**src/rtl/fetch_pkg.sv**
```systemverilog
// Shared fetch definitions: instruction width, default PC width and the
// queue entry layout that decode also uses to unpack fetched instructions.
package fetch_pkg;

   localparam int unsigned INST_W         = 32;
   localparam int unsigned ADDR_W_DEFAULT = 10;

   // One prefetch queue entry: instruction word plus the PC it was read from.
   typedef struct packed {
      logic [INST_W-1:0]         inst;
      logic [ADDR_W_DEFAULT-1:0] pc;
   } fetch_entry_t;

endpackage

```
**src/rtl/fetch_fifo.sv**
```systemverilog
// Synchronous DEPTH-entry FIFO with a flush that empties it in one edge.
// Ports:
//   clk, rst_n     clock, async active-low reset (storage is cleared too)
//   flush_i        drop all entries and zero the pointers at the next edge
//   push_i/data_i  write one entry (ignored while flushing)
//   pop_i          retire the head entry (ignored when empty)
//   count_o        number of valid entries
//   head_o         head entry, read combinationally from storage
module fetch_fifo #(
   parameter int unsigned DEPTH  = 4,
   parameter int unsigned DATA_W = 42
) (
   input  logic                    clk,
   input  logic                    rst_n,
   input  logic                    flush_i,
   input  logic                    push_i,
   input  logic [DATA_W-1:0]       data_i,
   input  logic                    pop_i,
   output logic [$clog2(DEPTH):0]  count_o,
   output logic [DATA_W-1:0]       head_o
);

   localparam int unsigned PTR_W = $clog2(DEPTH);
   localparam int unsigned CNT_W = PTR_W + 1;

   logic [DATA_W-1:0] mem_q [DEPTH];
   logic [PTR_W-1:0]  rd_ptr_q, rd_ptr_d;
   logic [PTR_W-1:0]  wr_ptr_q, wr_ptr_d;
   logic [CNT_W-1:0]  count_q, count_d;
   logic              do_push;
   logic              do_pop;

   // Pointer/count next state; a full FIFO still accepts a push when it pops.
   always_comb begin
      do_pop   = pop_i & (count_q != '0);
      do_push  = push_i & ((count_q != CNT_W'(DEPTH)) | do_pop);
      rd_ptr_d = rd_ptr_q;
      wr_ptr_d = wr_ptr_q;
      count_d  = count_q;
      if (flush_i) begin
         rd_ptr_d = '0;
         wr_ptr_d = '0;
         count_d  = '0;
      end else begin
         if (do_push) wr_ptr_d = wr_ptr_q + PTR_W'(1);
         if (do_pop)  rd_ptr_d = rd_ptr_q + PTR_W'(1);
         if (do_push & ~do_pop)      count_d = count_q + CNT_W'(1);
         else if (do_pop & ~do_push) count_d = count_q - CNT_W'(1);
      end
   end

   always_ff @(posedge clk or negedge rst_n) begin
      if (!rst_n) begin
         rd_ptr_q <= '0;
         wr_ptr_q <= '0;
         count_q  <= '0;
      end else begin
         rd_ptr_q <= rd_ptr_d;
         wr_ptr_q <= wr_ptr_d;
         count_q  <= count_d;
      end
   end

   // Storage is cleared on reset so the head reads zero until first write.
   always_ff @(posedge clk or negedge rst_n) begin
      if (!rst_n) begin
         for (int unsigned i = 0; i < DEPTH; i++) mem_q[i] <= '0;
      end else if (do_push && !flush_i) begin
         mem_q[wr_ptr_q] <= data_i;
      end
   end

   assign count_o = count_q;
   assign head_o  = mem_q[rd_ptr_q];

endmodule

```
**src/rtl/inst_fetch_queue.sv**
```systemverilog
// Instruction fetch stage: sequential PC generation, synchronous imem reads,
// prefetch queue towards decode, and redirect handling with flush/discard.
// Ports:
//   clk, rst_n                 clock, async active-low reset
//   fetch_en                   allow new memory requests
//   imem_req/imem_addr         read strobe and word address
//   imem_rdata                 read data, one cycle after imem_req
//   redirect_valid/pc          one-cycle PC redirect from decode
//   out_valid/ready/inst/pc    valid/ready instruction stream to decode
module inst_fetch_queue
   import fetch_pkg::*;
#(
   parameter int unsigned ADDR_W   = ADDR_W_DEFAULT,
   parameter int unsigned DEPTH    = 4,
   parameter int unsigned RESET_PC = 0
) (
   input  logic              clk,
   input  logic              rst_n,
   input  logic              fetch_en,
   output logic              imem_req,
   output logic [ADDR_W-1:0] imem_addr,
   input  logic [INST_W-1:0] imem_rdata,
   input  logic              redirect_valid,
   input  logic [ADDR_W-1:0] redirect_pc,
   output logic              out_valid,
   input  logic              out_ready,
   output logic [INST_W-1:0] out_inst,
   output logic [ADDR_W-1:0] out_pc
);

   localparam int unsigned DATA_W = INST_W + ADDR_W;
   localparam int unsigned CNT_W  = $clog2(DEPTH) + 1;
   localparam int unsigned SUM_W  = CNT_W + 1;

   logic [ADDR_W-1:0] fetch_pc_q, fetch_pc_d;
   logic              inflight_q, inflight_d;
   logic [ADDR_W-1:0] inflight_pc_q, inflight_pc_d;

   logic [CNT_W-1:0]  fifo_count;
   logic [DATA_W-1:0] fifo_head;
   logic              issue;
   logic              rsp_push;
   logic              head_pop;
   logic              has_space;

   // Reserve a slot for the in-flight read so a response never overflows.
   assign has_space = (SUM_W'(fifo_count) + SUM_W'(inflight_q)) < SUM_W'(DEPTH);
   // rst_n gates the strobe so no read is issued while held in reset.
   assign issue     = rst_n & fetch_en & ~redirect_valid & has_space;
   // A response landing in a redirect cycle belongs to the old path.
   assign rsp_push  = inflight_q & ~redirect_valid;
   assign head_pop  = out_valid & out_ready;

   // PC generator and in-flight tracking next state.
   always_comb begin
      fetch_pc_d    = fetch_pc_q;
      inflight_d    = issue;
      inflight_pc_d = inflight_pc_q;
      if (issue) begin
         inflight_pc_d = fetch_pc_q;
         fetch_pc_d    = fetch_pc_q + ADDR_W'(1);
      end
      if (redirect_valid) fetch_pc_d = redirect_pc;
   end

   always_ff @(posedge clk or negedge rst_n) begin
      if (!rst_n) begin
         fetch_pc_q    <= ADDR_W'(RESET_PC);
         inflight_q    <= 1'b0;
         inflight_pc_q <= '0;
      end else begin
         fetch_pc_q    <= fetch_pc_d;
         inflight_q    <= inflight_d;
         inflight_pc_q <= inflight_pc_d;
      end
   end

   fetch_fifo #(
      .DEPTH  (DEPTH),
      .DATA_W (DATA_W)
   ) u_fifo (
      .clk     (clk),
      .rst_n   (rst_n),
      .flush_i (redirect_valid),
      .push_i  (rsp_push),
      .data_i  ({imem_rdata, inflight_pc_q}),
      .pop_i   (head_pop),
      .count_o (fifo_count),
      .head_o  (fifo_head)
   );

   assign imem_req  = issue;
   assign imem_addr = fetch_pc_q;
   assign out_valid = (fifo_count != '0);
   assign out_inst  = fifo_head[DATA_W-1 -: INST_W];
   assign out_pc    = fifo_head[ADDR_W-1:0];

endmodule

```
**config.mk**
```make
export PLATFORM = sky130hd
export DESIGN_NAME = inst_fetch_queue
export DESIGN_NICKNAME = d
export VERILOG_FILES = /design/src/rtl/fetch_pkg.sv /design/src/rtl/fetch_fifo.sv /design/src/rtl/inst_fetch_queue.sv
export SDC_FILE = /design/constraint.sdc
export NUM_CORES = 1
export LEC_CHECK = 0
export ABC_AREA = 1
export CORE_MARGIN = 1
export CORE_UTILIZATION = 53
export CTS_BUF_LIST = sky130_fd_sc_hd__clkbuf_8
export CTS_CLUSTER_DIAMETER = 50
export DETAILED_ROUTE_END_ITERATION = 16
export PLACE_DENSITY = 0.83
export SETUP_SLACK_MARGIN = 0.02
export SKIP_CTS_REPAIR_TIMING = 1
export SLEW_MARGIN = 10
export SYNTH_ARGS = -nofsm -noshare
export SYNTH_HDL_FRONTEND = slang
export SYNTH_SLANG_ARGS = --single-unit
```
**constraint.sdc**
```tcl
create_clock -name clk -period 1.77 [get_ports clk]
set_input_delay 0.354 -clock clk [delete_from_list [all_inputs] [get_ports clk]]
set_output_delay 0.354 -clock clk [all_outputs]
set_load 0.01 [all_outputs]
```
==> results.tsv <==
stage	metric	value	unit
synthesis	synthCells	1146	
grt	globalRouteTotalUtil	28.7	%
clocking	h-tree-depth	4	
timing	hold_viol	0	
synthesis	synth_ff_type	dfrtp_1	
status	outcome	finished with violations	
grt	grt_pass1_vias	8182	
routing	drc_errors	0	
synthesis	yosys-top-cells-count	379 x nand2_1, 196 x dfrtp_1, 149 x o21ai_0, 107 x o21ai_1, 91 x nor2_1	
clocking	clock-root-buffer	clkbuf_8	
routing	viasPerCell	5.89	
timing	final.min_clock_period	2.26	ns
floorplan	die-area	18200	um2
floorplan	chipHeight	135	um
clocking	clk_pin_slew_worst_paths	0.10	ns
timing	timing.fmax	443	MHz
placed_design	io_buffers	100	
clocking	clk_latency	0.48	ns
synthesis	synthAdderAreaFrac	0.884	%
synthesis	synth_compound_area_share	18.3	%
placed_design	gp_congestion	0.863	
clocking	cts_tree	built	
synthesis	synth_top_family_by_area	simple AND/OR/NAND/NOR gates	
setup_path	startpoint_type	register	
synthesis	yosysUniqueCellTypes	31	
floorplan	die_w	135	um
layout	n_antenna_cell	0	
synthesis	synthTopCellsByArea	dfrtp_1 52%, nand2_1 15%, o21ai_0 8.0%	
timing	finalCritPeriodShare	127	%
setup_path	end_kind	output port	
synthesis	synth_edf_count	0	
setup_path	critPathRequiredTime	1.42	ns
routing	drt_pre_antenna_iters	7	
setup_path	r2r-end	u_fifo.mem_q[15]$_DFFE_PN0P_	
floorplan	row_count	48	
placed_design	dp_cells	1458	
floorplan	core_region_area	17200	um2
timing	skew	0.0142	ns
setup_path	cp_max_fo	5	
timing	worst_pin_slew	0.555	ns
setup_path	r2r-start	u_fifo.count_o[2]$_DFFE_PN0P_	
layout	stdcell_count	1509	
placed_design	place_area	10900	um2
synthesis	syn_area	9350	um2
floorplan	num_io_pins	101	
routing	route.vias.total	8886	
routing	drt-initial-drc-count	1163	
setup_path	criticalPathCategory	reg -> out	
synthesis	synth_nets	1199	
synthesis	ys_seq_elements	196	
layout	fin_util	68.5	%
routing	wl_per_cell	18.2	um
clocking	cts.sinks	196	
placed_design	dp_hpwl	16.3	mm
job	drv_cap	0	
setup_path	rrSetupSlack	0.07	ns
min_path	hold_class	in -> async	
grt	grt_max_degree	107	
timing	slew_violations	0	
power	p_per_area	1310	nW/um2
timing	setup_viol	42	
status	violations	setup timing	
routing	routed_wl	27.5	mm
layout	area_growth	26.3	%
synthesis	synth-simple-area-share	21.9	%
synthesis	syn_area_per_cell	8.15	um2
synthesis	yosys_warnings	0	
timing	rsz0062_at_grt	true	
layout	drive_gt1_share	17.9	%
clocking	cts-buffers-inserted	17	
timing	slew_headroom	63.0	%
grt	gr-total-overflow	0	
floorplan	initial_utilization	54.2	%
timing	finalWorstSetupSlack	-0.487	ns
layout	final_nets	1325	
routing	ant_nets	0	
power	power_leakage	0.00595	uW
layout	fill_cells	1303	
clocking	clk_path_buf_depth	2	
synthesis	yosysSeqAreaShare	52.5	%
setup_path	r2r_cells	8	
setup_path	critical_path_arrival	1.90	ns
synthesis	async_reset_ff_share	100	%
grt	antenna_found_initial	0	
synthesis	muxShareOfSynthArea	0	%
synthesis	synth_top_area_cell	dfrtp_1	
synthesis	post-synth-top-count-cell	nand2_1	
timing	hold-worst-slack	0.130	ns
synthesis	synthXorXnorAreaFrac	0.281	%
grt	grt_first_pass_wirelength	40.9	mm
layout	final_cell_area	11800	um2
synthesis	synth_top_area_share	52.5	%
power	ir_worst_vdd	0.898	mV
how the worst max path moves through the flow:
stage / endpoint / cells after the start / slack, ns / start
floorplan: u_fifo.count_o[2]$_DFFE_PN0P_ / 14 / 0.04 / u_fifo.count_o[2]$_DFFE_PN0P_
global placement: imem_req / 5 / -0.29 / redirect_valid
detailed placement: imem_req / 5 / -0.36 / redirect_valid
CTS: out_inst[2] / 5 / -0.80 / u_fifo.rd_ptr_q[0]$_DFFE_PN0P_
global route: out_inst[0] / 5 / -0.54 / u_fifo.rd_ptr_q[0]$_DFFE_PN0P_
finish: out_inst[0] / 5 / -0.49 / u_fifo.rd_ptr_q[0]$_DFFE_PN0P_
where the power goes:
part	leakage, uW	total, uW	internal [uW]	switching (uW)
registers	0.00250	6100	5420	678
logic	0.00324	6360	2860	3500
clock network	0.000202	3020	1420	1600
state kept, by name (all words and copies together) (netlist names):
name             count
u_fifo.mem_q       168
inflight_q           1
u_fifo.wr_ptr_q      2
u_fifo.count_o       3
imem_addr           10
inflight_pc_q       10
u_fifo.rd_ptr_q      2
worst max-delay path, stage by stage, from the launching register on:
cell and delay [ns]:
dfrtp_2 0.50, buf_6 0.17, buf_12 0.14, o21ai_0 0.28
o22ai_1 0.14, dlymetal6s2s_1 0.19
area by class of cell:
| class | count | area (um2) | area share (%) |
|---|---|---|---|
| inverter | 36 | 143 | 1.21 |
| sequential | 196 | 4910 | 41.6 |
| clock inverter | 13 | 161 | 1.37 |
| clock buffer | 18 | 248 | 2.10 |
| timing repair buffer | 187 | 1960 | 16.6 |
| tap | 225 | 282 | 2.39 |
| multi-input combinational | 834 | 4100 | 34.7 |
cell families after synthesis:
group           count (synthesis)
simple gates                  504
compound gates                321
flops                         196
buf+inv                       116
fa+ha+maj                       6
xor+xnor                        3
placed cells by master (no fill, tap or decap), types with 12 or more instances in the layout:
cell type          n
nand2_1          378
dfrtp_1          188
o21ai_1          135
o21ai_0          103
nor2_1            82
buf_4             46
clkdlybuf4s50_1   45
buf_2             34
inv_1             33
o22ai_1           26
buf_12            21
clkbuf_8          19
nand3_1           17
o21ai_2           16
o22ai_2           16
dlymetal6s2s_1    13
o21a_1            12
layer usage:
layer / vias to the layer above / wire, um / GRT usage (%)
met4: 0 / 784 / 9.30
met2: 512 / 13600 / 46.1
met5: - / 0 / 0
met3: 91 / 2310 / 6.16
li1: 4025 / - / -
met1: 4258 / 10900 / 38.8
per-stage QoR:
stage	setup TNS [ns]	setup WS (ns)	total power [uW]
finish	-13.43	-0.487	15500
global route	-16.20	-0.544	16300
CTS	-31.09	-0.800	15000
detailed placement	-36.38	-0.356	12000
global placement	-30.26	-0.291	11800
floorplan	0	0.0425	8880
No activity file was read; power rests on OpenSTA's default activity.
